`config.mk`:
```
export PLATFORM = sky130hd
export DESIGN_NAME = cpu_sequencer
export DESIGN_NICKNAME = d
export VERILOG_FILES = /design/src/rtl/cpu_pkg.sv /design/src/rtl/instr_counter.sv /design/src/rtl/cpu_sequencer.sv
export SDC_FILE = /design/constraint.sdc
export NUM_CORES = 1
export LEC_CHECK = 0
export CORE_ASPECT_RATIO = 1.25
export CORE_MARGIN = 1
export CORE_UTILIZATION = 40
export DETAILED_ROUTE_END_ITERATION = 10
export PLACE_DENSITY = 0.79
export SETUP_SLACK_MARGIN = 0.5
export SYNTH_ARGS = -nofsm -noshare
export SYNTH_HDL_FRONTEND = slang
export SYNTH_HIERARCHICAL = 1
export SYNTH_SLANG_ARGS = --single-unit
export TNS_END_PERCENT = 100
```
`constraint.sdc`:
```
create_clock -name clk -period 2.7 [get_ports clk]
set_input_delay 0.675 -clock clk [delete_from_list [all_inputs] [get_ports clk]]
set_output_delay 0.675 -clock clk [all_outputs]
set_load 0.02 [all_outputs]
```
`src/rtl/cpu_pkg.sv`:
```
// cpu_pkg: shared definitions for the 16-bit accumulator CPU.
//   - data/opcode width defaults
//   - sequencer state encoding
//   - opcode constants (upper OPC_W bits of an instruction word)
package cpu_pkg;

    localparam int DATA_W_DEF = 16;
    localparam int OPC_W_DEF  = 4;
    localparam int CNT_W      = 16;

    typedef enum logic [2:0] {
        S_IDLE  = 3'd0,
        S_FETCH = 3'd1,
        S_EXEC1 = 3'd2,
        S_EXEC2 = 3'd3,
        S_HALT  = 3'd4
    } state_e;

    localparam logic [3:0] OP_LDA = 4'h0;
    localparam logic [3:0] OP_STA = 4'h1;
    localparam logic [3:0] OP_ADD = 4'h2;
    localparam logic [3:0] OP_SUB = 4'h3;
    localparam logic [3:0] OP_JMP = 4'h4;
    localparam logic [3:0] OP_JEQ = 4'h5;
    localparam logic [3:0] OP_JMI = 4'h6;
    localparam logic [3:0] OP_STP = 4'h7;
    localparam logic [3:0] OP_AND = 4'h8;
    localparam logic [3:0] OP_OR  = 4'h9;
    localparam logic [3:0] OP_XOR = 4'hA;
    localparam logic [3:0] OP_NOT = 4'hB;
    localparam logic [3:0] OP_SHL = 4'hC;
    localparam logic [3:0] OP_SHR = 4'hD;
    localparam logic [3:0] OP_ASR = 4'hE;

endpackage

```
`src/rtl/instr_counter.sv`:
```
// instr_counter: saturating up-counter for retired instructions.
// Ports:
//   clk, reset      clock, synchronous active-high reset (clears to 0)
//   inc             count one retirement this cycle
//   load/load_value debug preload; reset has priority, load beats inc
//   count           current value; sticks at all-ones
module instr_counter #(
    parameter int W = 16
) (
    input  logic         clk,
    input  logic         reset,
    input  logic         inc,
    input  logic         load,
    input  logic [W-1:0] load_value,
    output logic [W-1:0] count
);

    always_ff @(posedge clk) begin
        if (reset) begin
            count <= '0;
        end else if (load) begin
            count <= load_value;
        end else if (inc && (count != '1)) begin
            count <= count + W'(1);
        end
    end

endmodule

```
`src/rtl/cpu_sequencer.sv`:
```
// cpu_sequencer: instruction sequencer upstream of decode.
// Ports:
//   clk, reset           clock, synchronous active-high reset
//   run                  level: free-running execution
//   step                 pulse: one instruction, honoured only in IDLE with run=0
//   ram_q                instruction word, valid during FETCH
//   EXTRA                from decode, sampled in EXEC1: instruction needs EXEC2
//   acc                  accumulator, source of EQ/MI
//   FETCH/EXEC1/EXEC2    one-hot phase strobes decoded from the state register
//   IR, operand          instruction fields captured on the FETCH->EXEC1 edge
//   EQ, MI               combinational flags: acc==0, acc sign bit
//   halted               high in HALT (entered on STP, left only by reset)
//   instr_count          saturating retired-instruction count
//   cnt_preload(_value)  debug preload of instr_count; tie low in normal use
//   state_dbg            raw state register for observation
//
// Control: run and step are plain levels/pulses with no handshake. A step
// pulse seen outside IDLE (or together with run) is dropped, never queued;
// clearing run lets the current instruction finish and then parks in IDLE.
module cpu_sequencer
    import cpu_pkg::*;
#(
    parameter int DATA_W = DATA_W_DEF,
    parameter int OPC_W  = OPC_W_DEF
) (
    input  logic                    clk,
    input  logic                    reset,
    input  logic                    run,
    input  logic                    step,
    input  logic [DATA_W-1:0]       ram_q,
    input  logic                    EXTRA,
    input  logic [DATA_W-1:0]       acc,
    input  logic                    cnt_preload,
    input  logic [CNT_W-1:0]        cnt_preload_value,
    output logic                    FETCH,
    output logic                    EXEC1,
    output logic                    EXEC2,
    output logic [OPC_W-1:0]        IR,
    output logic [DATA_W-OPC_W-1:0] operand,
    output logic                    EQ,
    output logic                    MI,
    output logic                    halted,
    output logic [CNT_W-1:0]        instr_count,
    output logic [2:0]              state_dbg
);

    localparam logic [2:0] ST_IDLE  = S_IDLE;
    localparam logic [2:0] ST_FETCH = S_FETCH;
    localparam logic [2:0] ST_EXEC1 = S_EXEC1;
    localparam logic [2:0] ST_EXEC2 = S_EXEC2;
    localparam logic [2:0] ST_HALT  = S_HALT;

    logic [2:0] state;
    logic [2:0] state_nxt;
    logic       is_stp;
    logic       retire;

    assign is_stp = (IR == OPC_W'(OP_STP));

    always_comb begin
        state_nxt = state;
        case (state)
            ST_IDLE:  state_nxt = (run || step) ? ST_FETCH : ST_IDLE;
            ST_FETCH: state_nxt = ST_EXEC1;
            ST_EXEC1: begin
                if (is_stp)     state_nxt = ST_HALT;
                else if (EXTRA) state_nxt = ST_EXEC2;
                else            state_nxt = run ? ST_FETCH : ST_IDLE;
            end
            ST_EXEC2: state_nxt = run ? ST_FETCH : ST_IDLE;
            ST_HALT:  state_nxt = ST_HALT;
            default:  state_nxt = ST_IDLE;
        endcase
    end

    always_ff @(posedge clk) begin
        if (reset) begin
            state   <= ST_IDLE;
            IR      <= '0;
            operand <= '0;
        end else begin
            state <= state_nxt;
            if (state == ST_FETCH) begin
                IR      <= ram_q[DATA_W-1 -: OPC_W];
                operand <= ram_q[DATA_W-OPC_W-1:0];
            end
        end
    end

    // An instruction retires when it leaves EXEC1 without needing EXEC2
    // (STP counts), or when it leaves EXEC2.
    assign retire = ((state == ST_EXEC1) && (is_stp || !EXTRA)) ||
                    (state == ST_EXEC2);

    instr_counter #(.W(CNT_W)) u_instr_counter (
        .clk        (clk),
        .reset      (reset),
        .inc        (retire),
        .load       (cnt_preload),
        .load_value (cnt_preload_value),
        .count      (instr_count)
    );

    assign FETCH     = (state == ST_FETCH);
    assign EXEC1     = (state == ST_EXEC1);
    assign EXEC2     = (state == ST_EXEC2);
    assign halted    = (state == ST_HALT);
    assign state_dbg = state;

    assign EQ = (acc == '0);
    assign MI = acc[DATA_W-1];

endmodule
```
### Word-level counts from Yosys, hierarchy flattened

Cells that the tools add are included.

* bits in registers: 35
* word-level logic and storage cells: 27

* mux-type cells: 7
* equality and inequality tests: 6
* add/sub/neg operators: 1
* reduce and logical (&&, ||, !) cells: 9

Operator list (count)
* $mux 16: 2
* $add 16x1->16 const B: 1
* $logic_not 16->1: 1
* $ne 16x16->1 const B: 1
* $pmux 3 s5: 1
* $eq 3x2->1 const B: 2
* $eq 4x3->1 const B: 1
* $eq 3x1->1 const B: 1
* $eq 3x3->1 const B: 1
* $logic_not 3->1: 1
* $logic_or 1x1->1: 3
* $mux 3: 1
* $logic_and 1x1->1: 2
* $mux 1: 2
* $mux 2: 1
* $reduce_bool 2->1: 1
* $logic_not 1->1: 1

### Depth between registers and ports, before layout

Gate-level depths: netlist of run 1.

* depth in word-level cells: 7
* mapped depth: 8

### Modules after synthesis

Netlist of run 1, hierarchy kept.

Modules (own cells, without submodules)
* instr_counter: area each 996.0 um2, instances 1, cells an instance 123
* cpu_sequencer: area each 872.1 um2, instances 1, cells an instance 101

### Worst setup path after synthesis of run 1

Ideal clock, no wire load.

* path type: register -> register
* start: register state[1], in the netlist state_dbg[1]
* end: register u_instr_counter.count[15]
* clock period less this slack: 2.291 ns
* arrival time: 2.200 ns
* stages on the path, launching flop included: 8
* path buffers: 1
* path slack: 0.409 ns
* path through: dfxtp_1 -> buf_6 -> or2b_1 -> a21oi_1 -> nand4_1 -> or3_4 -> or4_1 -> a311oi_1

* longest elaborated chain between the ends: 5

Ends and longest elaborated chain
* start: declaration: line cpu_sequencer.sv:53 `logic [2:0] state;`
* start signal: assignment: line cpu_sequencer.sv:82 `state <= state_nxt;`
* $eq 3x2->1: line cpu_sequencer.sv:92 `assign retire = ((state == ST_EXEC1) && (is_stp || !EXTRA)) ||`
* $logic_and 1x1->1: line cpu_sequencer.sv:92
* $logic_or 1x1->1 *: line cpu_sequencer.sv:92
* net retire: line cpu_sequencer.sv:56 `logic retire;`
* $logic_and 1x1->1 *: line instr_counter.sv:23 `end else if (inc && (count != '1)) begin`
* $reduce_bool 2->1 (no source line) *
* end signal: assignment: line instr_counter.sv:22 `count <= load_value;`
* end signal: assignment: line instr_counter.sv:24 `count <= count + W'(1);`
* end: declaration: line instr_counter.sv:15 `output logic [W-1:0] count`

The timed path passes the listed nets; every way through them passes the cells marked *.
A chain may end at the register's enable or synchronous reset.

### Final worst setup path of run 1

* start: register u_instr_counter.count[3]
* end: output instr_count[3]

RTL lines
* end: declaration: line cpu_sequencer.sv:43 `output logic [CNT_W-1:0] instr_count,`

No word-level cell between the ends.

==> impl_metrics.json, run 1 <==
{
  "ys_seq_area_share_pct": 37.5,
  "final_cells": 381,
  "rows": 27,
  "tightest_slew_ns": 0.689,
  "grt_max_degree": 19,
  "drive_above_1_share_pct": 18.9,
  "met1_usage_pct": 26.2,
  "netlist_top_cells_area": "dfxtp_1, nand2_1, a21oi_2, a311oi_1, a21oi_1",
  "status": "complete, no violations",
  "path_cells": "clkdlybuf4s50_1",
  "track_usage_pct": 22.7,
  "critPathBufInv": 1,
  "crit_fanout": 7,
  "synth.top_cell.area_share_pct": 37.5,
  "cts.sinks": 35,
  "skew_ns": 0.0118,
  "grt_pass1_vias": 2032,
  "ys.flop_type": "dfxtp_1",
  "critPathRequiredTime_ns": 2.03,
  "wl_mm": 5.18,
  "synth_edf_count": 0,
  "via_count": 2100,
  "setup.worst_path.start_class": "flip-flop",
  "syn-cell-area_um2": 1870,
  "critPathSlowestCell": "clkdlybuf4s50_1",
  "synth_largest_area_cell": "dfxtp_1",
  "fin_area_um2": 3080,
  "grt_overflow": 0,
  "die-area_um2": 4950,
  "rsz0062_at_grt": "yes",
  "yosys-top-cells-count": "dfxtp_1, nand2_1, nor2_1, a21oi_1, inv_1",
  "first_pass_iters": 4,
  "die_w_um": 63.1,
  "placed_cells": 371,
  "via_per_inst": 5.51,
  "drc": 0,
  "use_met3_pct": 7.56,
  "slew_violations": 0,
  "hp-class": "reg2reg",
  "grt_first_pass_wirelength_mm": 9.03,
  "avgRoutedWirePerCell_um": 13.6,
  "core_region_area_um2": 4460,
  "ctsHoldBuffers": 0,
  "synth_cell_types": 54,
  "max_cap_viol_count": 0,
  "ir_worst_vdd_uv": 335,
  "grt_busiest_layer": "met2",
  "max_stage_delay_ns": 0.66,
  "fmax_mhz": 473,
  "final.min_clock_period_ns": 2.12,
  "start_util_pct": 41.9,
  "port_buffers": 94,
  "ant_nets": 0,
  "power.density_nw_per_um2": 471,
  "insertion_delay_ns": 0.29,
  "fp.dieH_um": 78.4,
  "p_leak_nw": 1.20,
  "yosysWarnings": 6,
  "drt-initial-drc-count": 94,
  "area_growth_pct": 64.8,
  "synth_most_common_cell": "dfxtp_1",
  "placed_area_um2": 2860,
  "fin_hold_ws_ns": 0.455,
  "setup_viol": 0,
  "synthCells": 224,
  "crit_family": "buffers and inverters",
  "layout_worst_path_cycle_share_pct": 78.4,
  "avgSynthCellArea_um2": 8.34,
  "gr-usage-met2_pct": 38.7,
  "num_antenna_cells": 0,
  "dpl.hpwl_mm": 3.70,
  "clk_path_buf_depth": 2,
  "synth_fp_nets": 279,
  "cts_max_level": 2,
  "grt_antenna_before_repair": 0,
  "gp_congestion": 0.857,
  "clockRootBuffer": "clkbuf_8",
  "relSlewSlack_pct": 53.9,
  "setup_tns_ns": 0,
  "ios": 95,
  "critical_path_arrival_ns": 1.44,
  "nets": 377,
  "clkSlewWorstSetupHoldPaths_ns": 0.08,
  "hold_viol": 0,
  "worst-setup-path-type": "reg2out",
  "final.fill_count": 386,
  "synth-seq-cells": 35,
  "cts_tree": "yes",
  "critPathCaptureType": "output pin",
  "cts_made_buffers": 5,
  "synthArstFlopShare_pct": 0
}
==> placed cells by master (no fill, tap or decap), types with 4 or more instances in the layout <==
cell type	netlist	final
clkdlybuf4s50_1	0	71
dfxtp_1	35	28
nand2_1	27	27
dlymetal6s2s_1	0	16
nor2_1	15	15
a21oi_1	12	11
buf_4	2	11
inv_1	10	10
a21oi_2	9	10
o21ai_0	9	9
nand2_2	9	9
nand3_1	7	7
a311oi_1	8	7
dfxtp_2	0	5
clkbuf_8	0	5
dlygate4sd2_1	0	5
nand4_1	5	5
nor4_2	0	4
and4_1	4	4
or3_1	4	4
nor4_1	8	4
nor3_1	5	4
==> registers in the layout, summed over array words and instances, names as in the netlist <==
name and flops:
u_instr_counter/count 16, state_dbg 3, operand 12, IR 4
==> path summary, 6_finish.rpt <==
path | from | to | slack, ns | cells after the start
setup / recovery | u_instr_counter/count[3]$_SDFFE_PP0P_ | instr_count[3] | 0.58 | 1
hold / removal | operand[5]$_SDFFE_PP0P_ | operand[5]$_SDFFE_PP0P_ | 0.45 | 2
setup reg to reg | IR[3]$_SDFFE_PP0P_ | u_instr_counter/count[15]$_SDFFE_PP0P_ | 0.60 | 7
hold reg to reg | operand[5]$_SDFFE_PP0P_ | operand[5]$_SDFFE_PP0P_ | 0.45 | 2
==> area by class of cell <==
class | instances | area, µm² | area share [%]
tap | 58 | 72.6 | 2.36
multi-input combinational | 164 | 1070 | 34.7
clock buffer | 5 | 68.8 | 2.24
sequential | 35 | 714 | 23.2
timing repair buffer | 105 | 1060 | 34.4
clock inverter | 3 | 47.5 | 1.54
inverter | 11 | 46.3 | 1.50
==> routing by layer <==
layer | vias to the layer above | wire, µm
li1 | 1030 | -
met1 | 974 | 2200
met4 | 0 | 34
met3 | 4 | 460
met5 | - | 0
met2 | 92 | 2490
==> logic make-up after synthesis <==
| logic type | count (synthesis) | share of synthesized area, % |
|---|---|---|
| buffers and inverters | 25 | 7.50 |
| AOI/OAI and AO/OA | 60 | 23.0 |
| adders and majority gates | 1 | 0.670 |
| muxes | 1 | 0.536 |
| and+or+nand+nor | 101 | 30.3 |
| DFF | 35 | 37.5 |
| xor gates and xnor gates | 1 | 0.469 |
==> where the power goes <==
group          internal, W  total, W  leakage, nW  switching (W)
Combinational     0.000192  0.000367        0.849       0.000175
Sequential        0.000557  0.000603        0.292      0.0000458
Clock             0.000280  0.000480       0.0587       0.000201
Total              0.00103   0.00145         1.20       0.000421
==> through the flow <==
stage	setup WS, ns	total power [W]	util (%)
floorplan	0.515	0.000797	-
global placement	-0.174	0.000973	64.2
detailed placement	-0.183	0.000978	64.2
CTS	0.276	0.00147	67.2
global route	0.480	0.00152	69.0
finish	0.584	0.00145	69.0
==> repair_timing <==
item / 4_1_cts / 5_1_grt
setup buffers: 1 / 1
endpoints found under the setup margin: 8 / 9
pin swaps: 1 / 7
resized for setup: 16 / 25
Power figures use the tool's default switching activity.
==> run 2, diff against run 1 <==
==> constraint.sdc (replaced) <==
create_clock -name clk -period 2 [get_ports clk]
set_input_delay 0.5 -clock clk [delete_from_list [all_inputs] [get_ports clk]]
set_output_delay 0.5 -clock clk [all_outputs]
set_load 0.02 [all_outputs]
==> run 2 against run 1 <==
The flow now finishes with violations (negative setup slack). Count of clock-buffer cells in the layout rose by 1. Setup slack worse by 0.67 ns. Via count grew 6.6%. Final area up 11%. Sequential share of layout area down 1.5 points. Clock skew fell by 0.0072 ns. Cell count grew 6.3%. Clock power is 39% higher. Global-route usage up 1.5 points. Routed wire length grew 18%. Die area stayed put. Core utilization increased by 7.9 points. Largest power group unchanged.
==> impl_metrics.json, run 2 (synthesis gave the netlist of run 1 again) <==
{
  "largest_register_ffs": 16,
  "fp.dieH_um": 78.4,
  "critical_path_arrival_ns": 2.29,
  "fin_hold_ws_ns": 0.456,
  "area_growth_pct": 83.6,
  "mostFrequentLayoutCell": "clkdlybuf4s50_1",
  "tightest_slew_ns": 0.334,
  "reg2reg_slack_ns": -0.09,
  "grt_overflow": 0,
  "rows": 27,
  "num_antenna_cells": 0,
  "setup.worst_path.start_class": "flip-flop",
  "cts_max_level": 2,
  "pwr-share-comb_pct": 27.9,
  "grt_antenna_before_repair": 0,
  "power.density_nw_per_um2": 600,
  "final.fill_count": 326,
  "relSlewSlack_pct": 77.7,
  "cts.sinks": 35,
  "max_cap_viol_count": 0,
  "cp-startpoint": "IR[3]$_SDFFE_PP0P_",
  "drive_above_1_share_pct": 46.4,
  "ir_worst_vdd_uv": 398,
  "grt_pass1_vias": 2188,
  "max_stage_delay_ns": 0.49,
  "setup_viol": 2,
  "critPathSlowestCell": "or4_4",
  "grt_first_pass_wirelength_mm": 9.54,
  "insertion_delay_ns": 0.29,
  "clkSlewWorstSetupHoldPaths_ns": 0.07,
  "skew_ns": 0.00456,
  "final_cell_mix": "clkdlybuf4s50_1, buf_4, nand2_1",
  "top_register": "u_instr_counter/count",
  "core_region_area_um2": 4460,
  "track_usage_pct": 24.2,
  "p_int_w": 0.00145,
  "ios": 95,
  "die-area_um2": 4950,
  "crit_family": "simple AND/OR/NAND/NOR gates",
  "slew_violations": 0,
  "seqPwrFrac_pct": 39.6,
  "drt-initial-drc-count": 131,
  "die_w_um": 63.1,
  "start_util_pct": 41.9,
  "rr_endpoint": "u_instr_counter/count[15]$_SDFFE_PP0P_",
  "drc": 0,
  "rsz0062_at_grt": "yes",
  "p_sw_w": 0.000606,
  "place_ws_ns": -0.591,
  "clk_path_buf_depth": 2,
  "via_count": 2239,
  "dpl.hpwl_mm": 3.94,
  "fmax_mhz": 478,
  "utilization_pct": 76.9,
  "via_per_inst": 5.53,
  "cts_made_buffers": 5,
  "grt_max_degree": 20,
  "hp-class": "reg2reg",
  "worst-setup-path-type": "reg2reg",
  "first_pass_iters": 4,
  "crit_fanout": 4,
  "path_cells": "and4b_1, nor2_1, a21oi_2, nand4_1, or3_4, or4_4, a311oi_2",
  "avgRoutedWirePerCell_um": 15.1,
  "worst-path-stages": 7,
  "cts_tree": "yes",
  "setup_slack_ns": -0.0900,
  "critPathCapture": "u_instr_counter/count[15]$_SDFFE_PP0P_",
  "timing.rr.start": "IR[3]$_SDFFE_PP0P_",
  "setup_tns_ns": -0.148,
  "ant_nets": 0,
  "wl_mm": 6.12,
  "p_leak_nw": 1.34,
  "gp_congestion": 0.830,
  "reg.largest.list": "u_instr_counter/count x16, operand x12, IR x4",
  "status": "finished with violations",
  "layout_worst_path_cycle_share_pct": 104,
  "nets": 401,
  "hold_viol": 0,
  "violations": "negative setup slack",
  "critPathRequiredTime_ns": 2.20,
  "clockRootBuffer": "clkbuf_8",
  "r2r_cells": 7,
  "final.min_clock_period_ns": 2.09,
  "power_frac_clock_pct": 32.4,
  "critPathCaptureType": "flip-flop",
  "switching_share_pct": 29.4,
  "port_buffers": 94,
  "critPathBufInv": 0
}
-- run 2: cell types whose count changed in the layout (fill, tap and decap cells not counted), sizes merged --
cell	delta
clkdlybuf4s15	+21
dlymetal6s2s	-16
dlygate4sd2	+1
clkbuf	+17
buf	+37
inv	-1
clkdlybuf4s50	-35
-- run 2: tightest hold or removal path: cells and delay by family, from the launching register on --
kind	cells	cell delay [ns]
DFF	1	0.31
and+or+nand+nor	1	0.05
AOI/OAI and AO/OA	1	0.05
-- run 2: through the flow --
stage,total power (W),cell area [µm²],std cells
global route,0.00215,3430,405
detailed placement,0.00136,3030,385
CTS,0.00202,3330,401
finish,0.00206,3430,405
global placement,0.00135,3030,385
floorplan,0.00108,1920,224
-- run 2: power groups by stage --
stage	clock network [W]	registers, W	logic (W)
4_1_cts	0.000678	0.000813	0.000531
5_1_grt	0.000711	0.000824	0.000618
2_1_floorplan	0	0.000880	0.000204
6_report	0.000667	0.000815	0.000575
3_5_place_dp	0	0.000824	0.000532
3_3_place_gp	0	0.000822	0.000527
-- run 2: timing repair --
item,CTS,global route
setup endpoints to repair,57,45
pin swaps,31,12
hold endpoints to repair,0,0
resized for setup,165,79
hold buffers,0,0
buffers inserted,8,4
-- run 2: worst min path at each step --
stage | endpoint | slack, ns | from | cells past startpoint
after floorplan | IR[1]$_SDFFE_PP0P_ | 0.51 | IR[1]$_SDFFE_PP0P_ | 2
after global placement | operand[5]$_SDFFE_PP0P_ | 0.44 | operand[5]$_SDFFE_PP0P_ | 2
after detailed placement | operand[5]$_SDFFE_PP0P_ | 0.45 | operand[5]$_SDFFE_PP0P_ | 2
after CTS | operand[5]$_SDFFE_PP0P_ | 0.45 | operand[5]$_SDFFE_PP0P_ | 2
after global routing | operand[5]$_SDFFE_PP0P_ | 0.47 | operand[5]$_SDFFE_PP0P_ | 2
final | operand[5]$_SDFFE_PP0P_ | 0.46 | operand[5]$_SDFFE_PP0P_ | 2
-- run 2: area by class of cell --
| cell class | instances | area, µm² | share of cell area [%] |
|---|---|---|---|
| Timing Repair Buffer | 129 | 1180 | 34.5 |
| Multi-Input combinational cell | 164 | 1260 | 36.8 |
| Inverter | 11 | 48.8 | 1.42 |
| Clock inverter | 2 | 35.0 | 1.02 |
| Sequential cell | 35 | 743 | 21.7 |
| Tap cell | 58 | 72.6 | 2.12 |
| Clock buffer | 6 | 82.6 | 2.41 |
-- run 2: per-layer routing --
| layer | vias to the layer above | GRT usage [%] | wire length [µm] |
|---|---|---|---|
| li1 | 1069 | - | - |
| met1 | 1052 | 23.5 | 2240 |
| met2 | 105 | 46.0 | 3140 |
| met3 | 13 | 9.88 | 612 |
| met4 | 0 | 6.98 | 127 |
| met5 | - | 0 | 0 |
